### src/rtl/hazard_stall_unit_if.sv
// Pipeline-side bundle for the hazard/stall unit: ID/EX hazard inputs,
// mult/div tracking inputs, and the stall/flush controls it returns.
interface hazard_stall_unit_if #(
  parameter int CNT_W = 16
);
  logic             ID_EX_MemRead;
  logic [4:0]       ID_EX_RegRt;
  logic [4:0]       IF_ID_RegRs;
  logic [4:0]       IF_ID_RegRt;
  logic             IF_ID_UsesRt;
  logic             IF_ID_ReadsHiLo;
  logic             IF_ID_IsMD;
  logic             md_start;
  logic             md_is_div;
  logic             branch_taken;
  logic             PCWrite;
  logic             IF_ID_Write;
  logic             IF_ID_Flush;
  logic             ID_EX_Flush;
  logic             md_busy;
  logic             md_done;
  logic [CNT_W-1:0] stall_cycles;

  modport master (
    output ID_EX_MemRead, ID_EX_RegRt, IF_ID_RegRs, IF_ID_RegRt, IF_ID_UsesRt,
    output IF_ID_ReadsHiLo, IF_ID_IsMD, md_start, md_is_div, branch_taken,
    input  PCWrite, IF_ID_Write, IF_ID_Flush, ID_EX_Flush, md_busy, md_done,
    input  stall_cycles
  );

  modport slave (
    input  ID_EX_MemRead, ID_EX_RegRt, IF_ID_RegRs, IF_ID_RegRt, IF_ID_UsesRt,
    input  IF_ID_ReadsHiLo, IF_ID_IsMD, md_start, md_is_div, branch_taken,
    output PCWrite, IF_ID_Write, IF_ID_Flush, ID_EX_Flush, md_busy, md_done,
    output stall_cycles
  );
endinterface

### src/rtl/hazard_stall_unit.sv
// Stall/flush generator for the 5-stage MIPS pipeline: load-use bubbles,
// HI/LO interlock against the multi-cycle mult/div unit, and branch flushes.
module hazard_stall_unit #(
  parameter int MUL_LAT = 4,
  parameter int DIV_LAT = 32,
  parameter int CNT_W   = 16
) (
  input  logic               clk,
  input  logic               reset,
  hazard_stall_unit_if.slave hz
);

  localparam int MAX_LAT = (MUL_LAT > DIV_LAT) ? MUL_LAT : DIV_LAT;
  localparam int MD_W    = $clog2(MAX_LAT) + 1;
  localparam logic [MD_W-1:0]  MUL_LOAD = MD_W'(MUL_LAT - 1);
  localparam logic [MD_W-1:0]  DIV_LOAD = MD_W'(DIV_LAT - 1);
  localparam logic [CNT_W-1:0] CNT_MAX  = {CNT_W{1'b1}};

  typedef enum logic [1:0] {
    RUN     = 2'd0,
    LOADUSE = 2'd1,
    MDBUSY  = 2'd2
  } state_t;

  state_t           r_state;
  logic [MD_W-1:0]  r_md_cnt;
  logic [CNT_W-1:0] r_stall_cycles;

  logic w_lu_hit;
  logic w_md_hold;
  logic w_stall;
  logic w_pc_write;
  logic w_if_id_write;
  logic w_if_id_flush;
  logic w_id_ex_flush;
  logic w_md_busy;
  logic w_md_done;

  // Hazard detection; LOADUSE masks lu_hit so each load-use costs one bubble.
  always_comb begin
    w_lu_hit  = hz.ID_EX_MemRead && (hz.ID_EX_RegRt != 5'd0) &&
                ((hz.ID_EX_RegRt == hz.IF_ID_RegRs) ||
                 (hz.IF_ID_UsesRt && (hz.ID_EX_RegRt == hz.IF_ID_RegRt)));
    w_md_hold = (r_state == MDBUSY) && (r_md_cnt != {MD_W{1'b0}}) &&
                (hz.IF_ID_ReadsHiLo || hz.IF_ID_IsMD);
    w_stall   = (w_lu_hit && (r_state != LOADUSE)) || w_md_hold;
  end

  // Same-cycle pipeline controls: reset forces idle, then branch beats stall.
  always_comb begin
    w_pc_write    = 1'b1;
    w_if_id_write = 1'b1;
    w_if_id_flush = 1'b0;
    w_id_ex_flush = 1'b0;
    w_md_busy     = 1'b0;
    w_md_done     = 1'b0;
    if (reset) begin
      w_pc_write    = 1'b1;
    end else begin
      w_md_busy = (r_state == MDBUSY);
      w_md_done = (r_state == MDBUSY) && (r_md_cnt == {MD_W{1'b0}});
      if (hz.branch_taken) begin
        w_if_id_flush = 1'b1;
        w_id_ex_flush = 1'b1;
      end else if (w_stall) begin
        w_pc_write    = 1'b0;
        w_if_id_write = 1'b0;
        w_id_ex_flush = 1'b1;
      end else begin
        w_id_ex_flush = 1'b0;
      end
    end
  end

  // State machine, mult/div countdown and saturating stall counter.
  always_ff @(posedge clk) begin
    if (reset) begin
      r_state        <= RUN;
      r_md_cnt       <= {MD_W{1'b0}};
      r_stall_cycles <= {CNT_W{1'b0}};
    end else begin
      if (!w_pc_write && (r_stall_cycles != CNT_MAX)) begin
        r_stall_cycles <= r_stall_cycles + CNT_W'(1);
      end else begin
        r_stall_cycles <= r_stall_cycles;
      end
      case (r_state)
        RUN: begin
          if (hz.md_start) begin
            r_state  <= MDBUSY;
            r_md_cnt <= hz.md_is_div ? DIV_LOAD : MUL_LOAD;
          end else if (w_lu_hit && !hz.branch_taken) begin
            r_state  <= LOADUSE;
          end else begin
            r_state  <= RUN;
          end
        end
        LOADUSE: begin
          r_state <= RUN;
        end
        MDBUSY: begin
          if (r_md_cnt != {MD_W{1'b0}}) begin
            r_md_cnt <= r_md_cnt - MD_W'(1);
          end else begin
            r_state  <= RUN;
          end
        end
        default: begin
          r_state  <= RUN;
          r_md_cnt <= {MD_W{1'b0}};
        end
      endcase
    end
  end

  assign hz.PCWrite      = w_pc_write;
  assign hz.IF_ID_Write  = w_if_id_write;
  assign hz.IF_ID_Flush  = w_if_id_flush;
  assign hz.ID_EX_Flush  = w_id_ex_flush;
  assign hz.md_busy      = w_md_busy;
  assign hz.md_done      = w_md_done;
  assign hz.stall_cycles = r_stall_cycles;

endmodule

### src/flat_wrapper.sv
// flat-port wrapper written by rule: the top's interface ports become plain ports
module hazard_stall_unit_flat 
#(
  parameter int MUL_LAT = 4,
  parameter int DIV_LAT = 32,
  parameter int CNT_W   = 16
)
  (clk, reset, hz_ID_EX_MemRead, hz_ID_EX_RegRt, hz_IF_ID_RegRs, hz_IF_ID_RegRt, hz_IF_ID_UsesRt, hz_IF_ID_ReadsHiLo, hz_IF_ID_IsMD, hz_md_start, hz_md_is_div, hz_branch_taken, hz_PCWrite, hz_IF_ID_Write, hz_IF_ID_Flush, hz_ID_EX_Flush, hz_md_busy, hz_md_done, hz_stall_cycles);
  hazard_stall_unit_if #(.CNT_W(CNT_W)) hz_i ();
  input  logic clk;
  input  logic reset;
  input wire logic [$bits(hz_i.ID_EX_MemRead)-1:0] hz_ID_EX_MemRead;
  input wire logic [$bits(hz_i.ID_EX_RegRt)-1:0] hz_ID_EX_RegRt;
  input wire logic [$bits(hz_i.IF_ID_RegRs)-1:0] hz_IF_ID_RegRs;
  input wire logic [$bits(hz_i.IF_ID_RegRt)-1:0] hz_IF_ID_RegRt;
  input wire logic [$bits(hz_i.IF_ID_UsesRt)-1:0] hz_IF_ID_UsesRt;
  input wire logic [$bits(hz_i.IF_ID_ReadsHiLo)-1:0] hz_IF_ID_ReadsHiLo;
  input wire logic [$bits(hz_i.IF_ID_IsMD)-1:0] hz_IF_ID_IsMD;
  input wire logic [$bits(hz_i.md_start)-1:0] hz_md_start;
  input wire logic [$bits(hz_i.md_is_div)-1:0] hz_md_is_div;
  input wire logic [$bits(hz_i.branch_taken)-1:0] hz_branch_taken;
  output wire logic [$bits(hz_i.PCWrite)-1:0] hz_PCWrite;
  output wire logic [$bits(hz_i.IF_ID_Write)-1:0] hz_IF_ID_Write;
  output wire logic [$bits(hz_i.IF_ID_Flush)-1:0] hz_IF_ID_Flush;
  output wire logic [$bits(hz_i.ID_EX_Flush)-1:0] hz_ID_EX_Flush;
  output wire logic [$bits(hz_i.md_busy)-1:0] hz_md_busy;
  output wire logic [$bits(hz_i.md_done)-1:0] hz_md_done;
  output wire logic [$bits(hz_i.stall_cycles)-1:0] hz_stall_cycles;
  assign hz_i.ID_EX_MemRead = hz_ID_EX_MemRead;
  assign hz_i.ID_EX_RegRt = hz_ID_EX_RegRt;
  assign hz_i.IF_ID_RegRs = hz_IF_ID_RegRs;
  assign hz_i.IF_ID_RegRt = hz_IF_ID_RegRt;
  assign hz_i.IF_ID_UsesRt = hz_IF_ID_UsesRt;
  assign hz_i.IF_ID_ReadsHiLo = hz_IF_ID_ReadsHiLo;
  assign hz_i.IF_ID_IsMD = hz_IF_ID_IsMD;
  assign hz_i.md_start = hz_md_start;
  assign hz_i.md_is_div = hz_md_is_div;
  assign hz_i.branch_taken = hz_branch_taken;
  assign hz_PCWrite = hz_i.PCWrite;
  assign hz_IF_ID_Write = hz_i.IF_ID_Write;
  assign hz_IF_ID_Flush = hz_i.IF_ID_Flush;
  assign hz_ID_EX_Flush = hz_i.ID_EX_Flush;
  assign hz_md_busy = hz_i.md_busy;
  assign hz_md_done = hz_i.md_done;
  assign hz_stall_cycles = hz_i.stall_cycles;
  hazard_stall_unit #(.MUL_LAT(MUL_LAT), .DIV_LAT(DIV_LAT), .CNT_W(CNT_W)) u_core (.clk(clk), .reset(reset), .hz(hz_i));
endmodule
### config.mk
export PLATFORM = sky130hd
export DESIGN_NAME = hazard_stall_unit_flat
export DESIGN_NICKNAME = d
export VERILOG_FILES = /design/src/rtl/hazard_stall_unit_if.sv /design/src/rtl/hazard_stall_unit.sv /design/src/flat_wrapper.sv
export SDC_FILE = /design/constraint.sdc
export NUM_CORES = 1
export LEC_CHECK = 0
export ABC_AREA = 1
export BUFFER_PORTS_ARGS = -buffer_cell sky130_fd_sc_hd__buf_2
export CORE_ASPECT_RATIO = 1.75
export CORE_MARGIN = 2
export CORE_UTILIZATION = 40
export CTS_BUF_LIST = sky130_fd_sc_hd__clkbuf_4 sky130_fd_sc_hd__clkbuf_8 sky130_fd_sc_hd__clkbuf_16
export DETAILED_ROUTE_END_ITERATION = 16
export PLACE_DENSITY_LB_ADDON = 0.2
export SLEW_MARGIN = 20
export SYNTH_ARGS = -nofsm -noshare
export SYNTH_HDL_FRONTEND = slang
export SYNTH_SLANG_ARGS = --single-unit
### constraint.sdc
create_clock -name clk -period 1.6 [get_ports clk]
set_input_delay 0.08 -clock clk [delete_from_list [all_inputs] [get_ports clk]]
set_output_delay 0.08 -clock clk [all_outputs]
set_load 0.01 [all_outputs]
==> implementation parameters <==
Parameter                              Value

Yosys
  Proportion of netlist area held by the largest area contributor    0.255
  Net count after synthesis    344
  Adder-cell share of the synthesized area    0.0199
  Flip-flop and latch count after synthesis    24
  Leading area contributor after synthesis    sky130_fd_sc_hd__dfxtp_1
  Dominant combinational cell family by area after synthesis    simple AND/OR/NAND/NOR gates
  Multiplexer share of the synthesized area    0
  Post-synthesis simple-gate area fraction    0.471
  Syn Std Cell Area    1890 µm²
  Warnings, synthesis    0
  XOR/XNOR Fraction of Synth Area    0.0139
  Most area-consuming cells after synthesis    sky130_fd_sc_hd__dfxtp_1 (25%), sky130_fd_sc_hd__nand2_1 (17%), sky130_fd_sc_hd__inv_1 (13%), sky130_fd_sc_hd__nor2_1 (8.8%), sky130_fd_sc_hd__nand4_1 (7.0%)
  Mapped Cells    317
  Share of the yosys chip area belonging to registers    0.255
  Complex-gate fraction of the synthesized area    0.0597
  Synthesized area per cell    5.95 µm²
  Count of unique library cells instantiated by Yosys    32

Pwr
  Static power due to leakage    1.35 nW
  Max rail drop VDD    0.000438 V
  Proportion of power drawn by the clock network    0.339
  Switching power as a share of total power    0.289
  Combinational power share    0.267
  Areal power density over the cells    635 nW/µm²
  Pint    1.17 mW
  Power spent charging and discharging nets    0.475 mW
  Proportion of power drawn by flip-flops and latches    0.393
  Total power    1.64 mW

Flow run
  Number of max-cap violations    0

Critical path
  Critical path required time    1.52 ns
  FF-to-FF End    u_core.hz.stall_cycles[14]
  Chain of cells forming the critical path    inv_2 -> ha_4 -> nand4_1 -> o211ai_1 -> nand2_4 -> buf_6 -> nand2_4 -> buf_6
  Critical path fanouts, max    2
  Reg2Reg Launch Point    u_core.r_md_cnt[1]
  Number of cell instances on the worst register-to-register path    11
  CP top delay family    flip-flops
  CP Launch Type    register
  Count of buffering cells on the critical path with inverters included    3
  Crit Path Class    reg2out
  Signal arrival time at the worst endpoint    1.51 ns
  Flop-to-flop setup slack    0.07 ns
  Critical Path Stages    8
  Nature of the critical path endpoint    primary output
  CP max stage delay    0.33 ns
  Slowest CP cell    sky130_fd_sc_hd__dfxtp_2

Floorplanning
  Die area    5300 µm²
  Num rows    33
  Die height    94.9 µm
  Ports    46
  Area of the placeable core    4620 µm²
  Starting utilization of the core area    0.408
  Die outline width    55.9 µm

Cells and area
  Commonest non-fill, non-tap cells in the layout    sky130_fd_sc_hd__nand2_1 (83), sky130_fd_sc_hd__inv_1 (61), sky130_fd_sc_hd__buf_2 (43), sky130_fd_sc_hd__nor2_1 (36), sky130_fd_sc_hd__buf_4 (25)
  Register area    489 µm²
  Net count of the finished layout    416
  Area growth from synthesis to final layout    37.1%
  Area of all placed cells without fillers    2590 µm²
  Total area of multi-input combinational cells    1160 µm²
  Fill cell instance count of the final layout    484
  Antenna Diode Count    0
  Fraction of layout instances using a drive strength above 1    0.330
  Most common cell after layout, fill and taps aside    sky130_fd_sc_hd__nand2_1

Clock tree
  Total clock buffers created by CTS    3
  Clock tree from TritonCTS    yes
  Number of sinks handled by clock tree synthesis    24
  Cell chosen for the clock root    sky130_fd_sc_hd__clkbuf_8
  CTS H-tree depth    1
  Clock-pin slew of the registers on the worst-case setup and hold paths    0.10 ns
  Clock latency reported for the late side of the worst-skew pair    0.28 ns
  Max Buffers Root-to-Sink    2

STA
  Setup Total Neg Slack    0 ns
  Number of failing setup endpoints in the final timing report    0
  Worst relative slew slack    0.684
  Number of max-slew violations in the final report    0
  Clock skew after layout    0.00294 ns
  Worst path setup slack after routing    0.00549 ns
  Final Hold Viols    0
  Period Utilization, post-route    0.997
  FMAX    0.627 GHz
  Slew @ Worst Pin    0.473 ns
  Final period demand of the worst path    1.59 ns
  Unrepaired setup endpoints after global routing    yes

Place
  Placed instance area    2300 µm²
  Final Wtd Congestion    0.780
  Setup slack at placement    0.00997 ns
  Detailed-placement wirelength estimate    3640 µm
  Quantity of I/O buffers inserted on ports    45

Worst hold path
  Beginning of the worst hold path    hz_md_start
  Hold Path Class    in2reg
  Hold Path Depth    3
  End point of the most critical hold path    u_core.r_state[1]

Routing
  Antenna viol nets, final    0
  Final wirelength    4940 µm
  Vias per cell    4.91
  First-pass iteration count of the detailed router    4
  Total via count in the routed design    2160
  Violation count after the first detailed-route iteration    58
  Remaining routing DRC violations    0
  Average wire length per cell after detail routing    11.2 µm

Global routing
  Vias in the first global route    1987
  Maximum number of pins on one net before global-route repair    32
  Overflow left after global routing    0
  First-pass GRT wire length    7940 µm
  Antenna violations before repair    0
  Total global routing track utilization    0.183

Outcome
  Run status    completed
==> worst max path at each step <==
stage / to / from / slack, ns
after floorplan: u_core.hz.stall_cycles[8] / u_core.hz.stall_cycles[0] / 0.11
after global placement: u_core.hz.stall_cycles[10] / u_core.hz.stall_cycles[0] / 0.02
after detailed placement: u_core.hz.stall_cycles[10] / u_core.hz.stall_cycles[0] / 0.01
after CTS: u_core.hz.stall_cycles[10] / u_core.hz.stall_cycles[0] / 0.003
after global routing: hz_IF_ID_Write / u_core.r_md_cnt[0] / -0.08
final: hz_PCWrite / u_core.r_md_cnt[0] / 0.005
==> logic make-up after synthesis <==
group | after synthesis
flip-flops | 24
AO/OA/AOI/OAI | 21
buffers and inverters | 80
adder cells (fa/ha/maj) | 3
AND/OR/NAND/NOR | 186
XOR/XNOR | 3
==> power by group through the flow <==
| stage | clock network (mW) | logic (mW) | registers, mW |
|---|---|---|---|
| global route | 0.600 | 0.494 | 0.650 |
| global placement | 0 | 0.363 | 0.653 |
| finish | 0.557 | 0.439 | 0.645 |
| CTS | 0.561 | 0.407 | 0.641 |
| floorplan | 0 | 0.243 | 0.652 |
| detailed placement | 0 | 0.369 | 0.653 |
==> metrics by stage <==
step / hold WS, ns / cells / util
final: 0.0493 / 440 / 0.559
after detailed placement: 0.291 / 426 / 0.496
after global placement: 0.292 / 426 / 0.496
after global routing: 0.0679 / 440 / 0.559
after CTS: 0.0617 / 435 / 0.529
after floorplan: 0.156 / 317 / -
==> metal layers <==
metal,track usage,routed length (µm)
met1,0.181,1870
met2,0.385,2750
met3,0.0178,220
met4,0.0615,97
met5,0,0
==> cell type report <==
| class | count | share of cell area |
|---|---|---|
| clock buffers | 3 | 0.0160 |
| flip-flops and latches | 24 | 0.189 |
| well taps | 52 | 0.0252 |
| repair buffers | 77 | 0.207 |
| inverters | 69 | 0.101 |
| clock inverters | 1 | 0.0116 |
| multi-input cells | 214 | 0.450 |
==> worst register-to-register path, delay by kind of cell (launching register included) <==
family / cells / cell delay (ns)
AND/OR/NAND/NOR: 5 / 0.47
buffers and inverters: 4 / 0.36
flip-flops: 1 / 0.35
AO/OA/AOI/OAI: 1 / 0.17
adder cells (fa/ha/maj): 1 / 0.14
==> flip-flops by register name (all words and copies together) (netlist names) <==
register and cells:
u_core.r_state 2, u_core.r_md_cnt 6, u_core.hz.stall_cycles 16
==> Yosys cell counts <==
master and n:
sky130_fd_sc_hd__inv_2 6, sky130_fd_sc_hd__a21oi_1 6, sky130_fd_sc_hd__clkbuf_1 3, sky130_fd_sc_hd__nand2_2 1
sky130_fd_sc_hd__inv_1 63, sky130_fd_sc_hd__nand3b_1 1, sky130_fd_sc_hd__and2_1 1, sky130_fd_sc_hd__nor2_2 2
sky130_fd_sc_hd__o21ai_0 10, sky130_fd_sc_hd__clkbuf_4 1, sky130_fd_sc_hd__nand2_4 1, sky130_fd_sc_hd__nand3_2 9
sky130_fd_sc_hd__ha_1 3, sky130_fd_sc_hd__o211ai_1 1, sky130_fd_sc_hd__nand2_1 85, sky130_fd_sc_hd__dfxtp_1 24
sky130_fd_sc_hd__nand4_1 21, sky130_fd_sc_hd__nor3_1 4, sky130_fd_sc_hd__nor3_2 1, sky130_fd_sc_hd__nand4_4 1
sky130_fd_sc_hd__a31oi_1 4, sky130_fd_sc_hd__xnor2_1 2, sky130_fd_sc_hd__nand3_4 1, sky130_fd_sc_hd__nor4_1 1
sky130_fd_sc_hd__buf_12 1, sky130_fd_sc_hd__buf_4 3, sky130_fd_sc_hd__buf_1 1, sky130_fd_sc_hd__nand3_1 13
sky130_fd_sc_hd__buf_2 1, sky130_fd_sc_hd__nor2_1 44, sky130_fd_sc_hd__xor2_1 1, sky130_fd_sc_hd__buf_6 1
==> repair_timing <==
action	4_1_cts	5_1_grt
cloned	0	2
hold buffers	1	0
resized for setup	11	24
endpoints found under the setup margin	2	21
pin swaps	3	10
endpoints found under the hold margin	1	0
setup buffers	4	3
No activity file was read; power rests on OpenSTA's default activity.
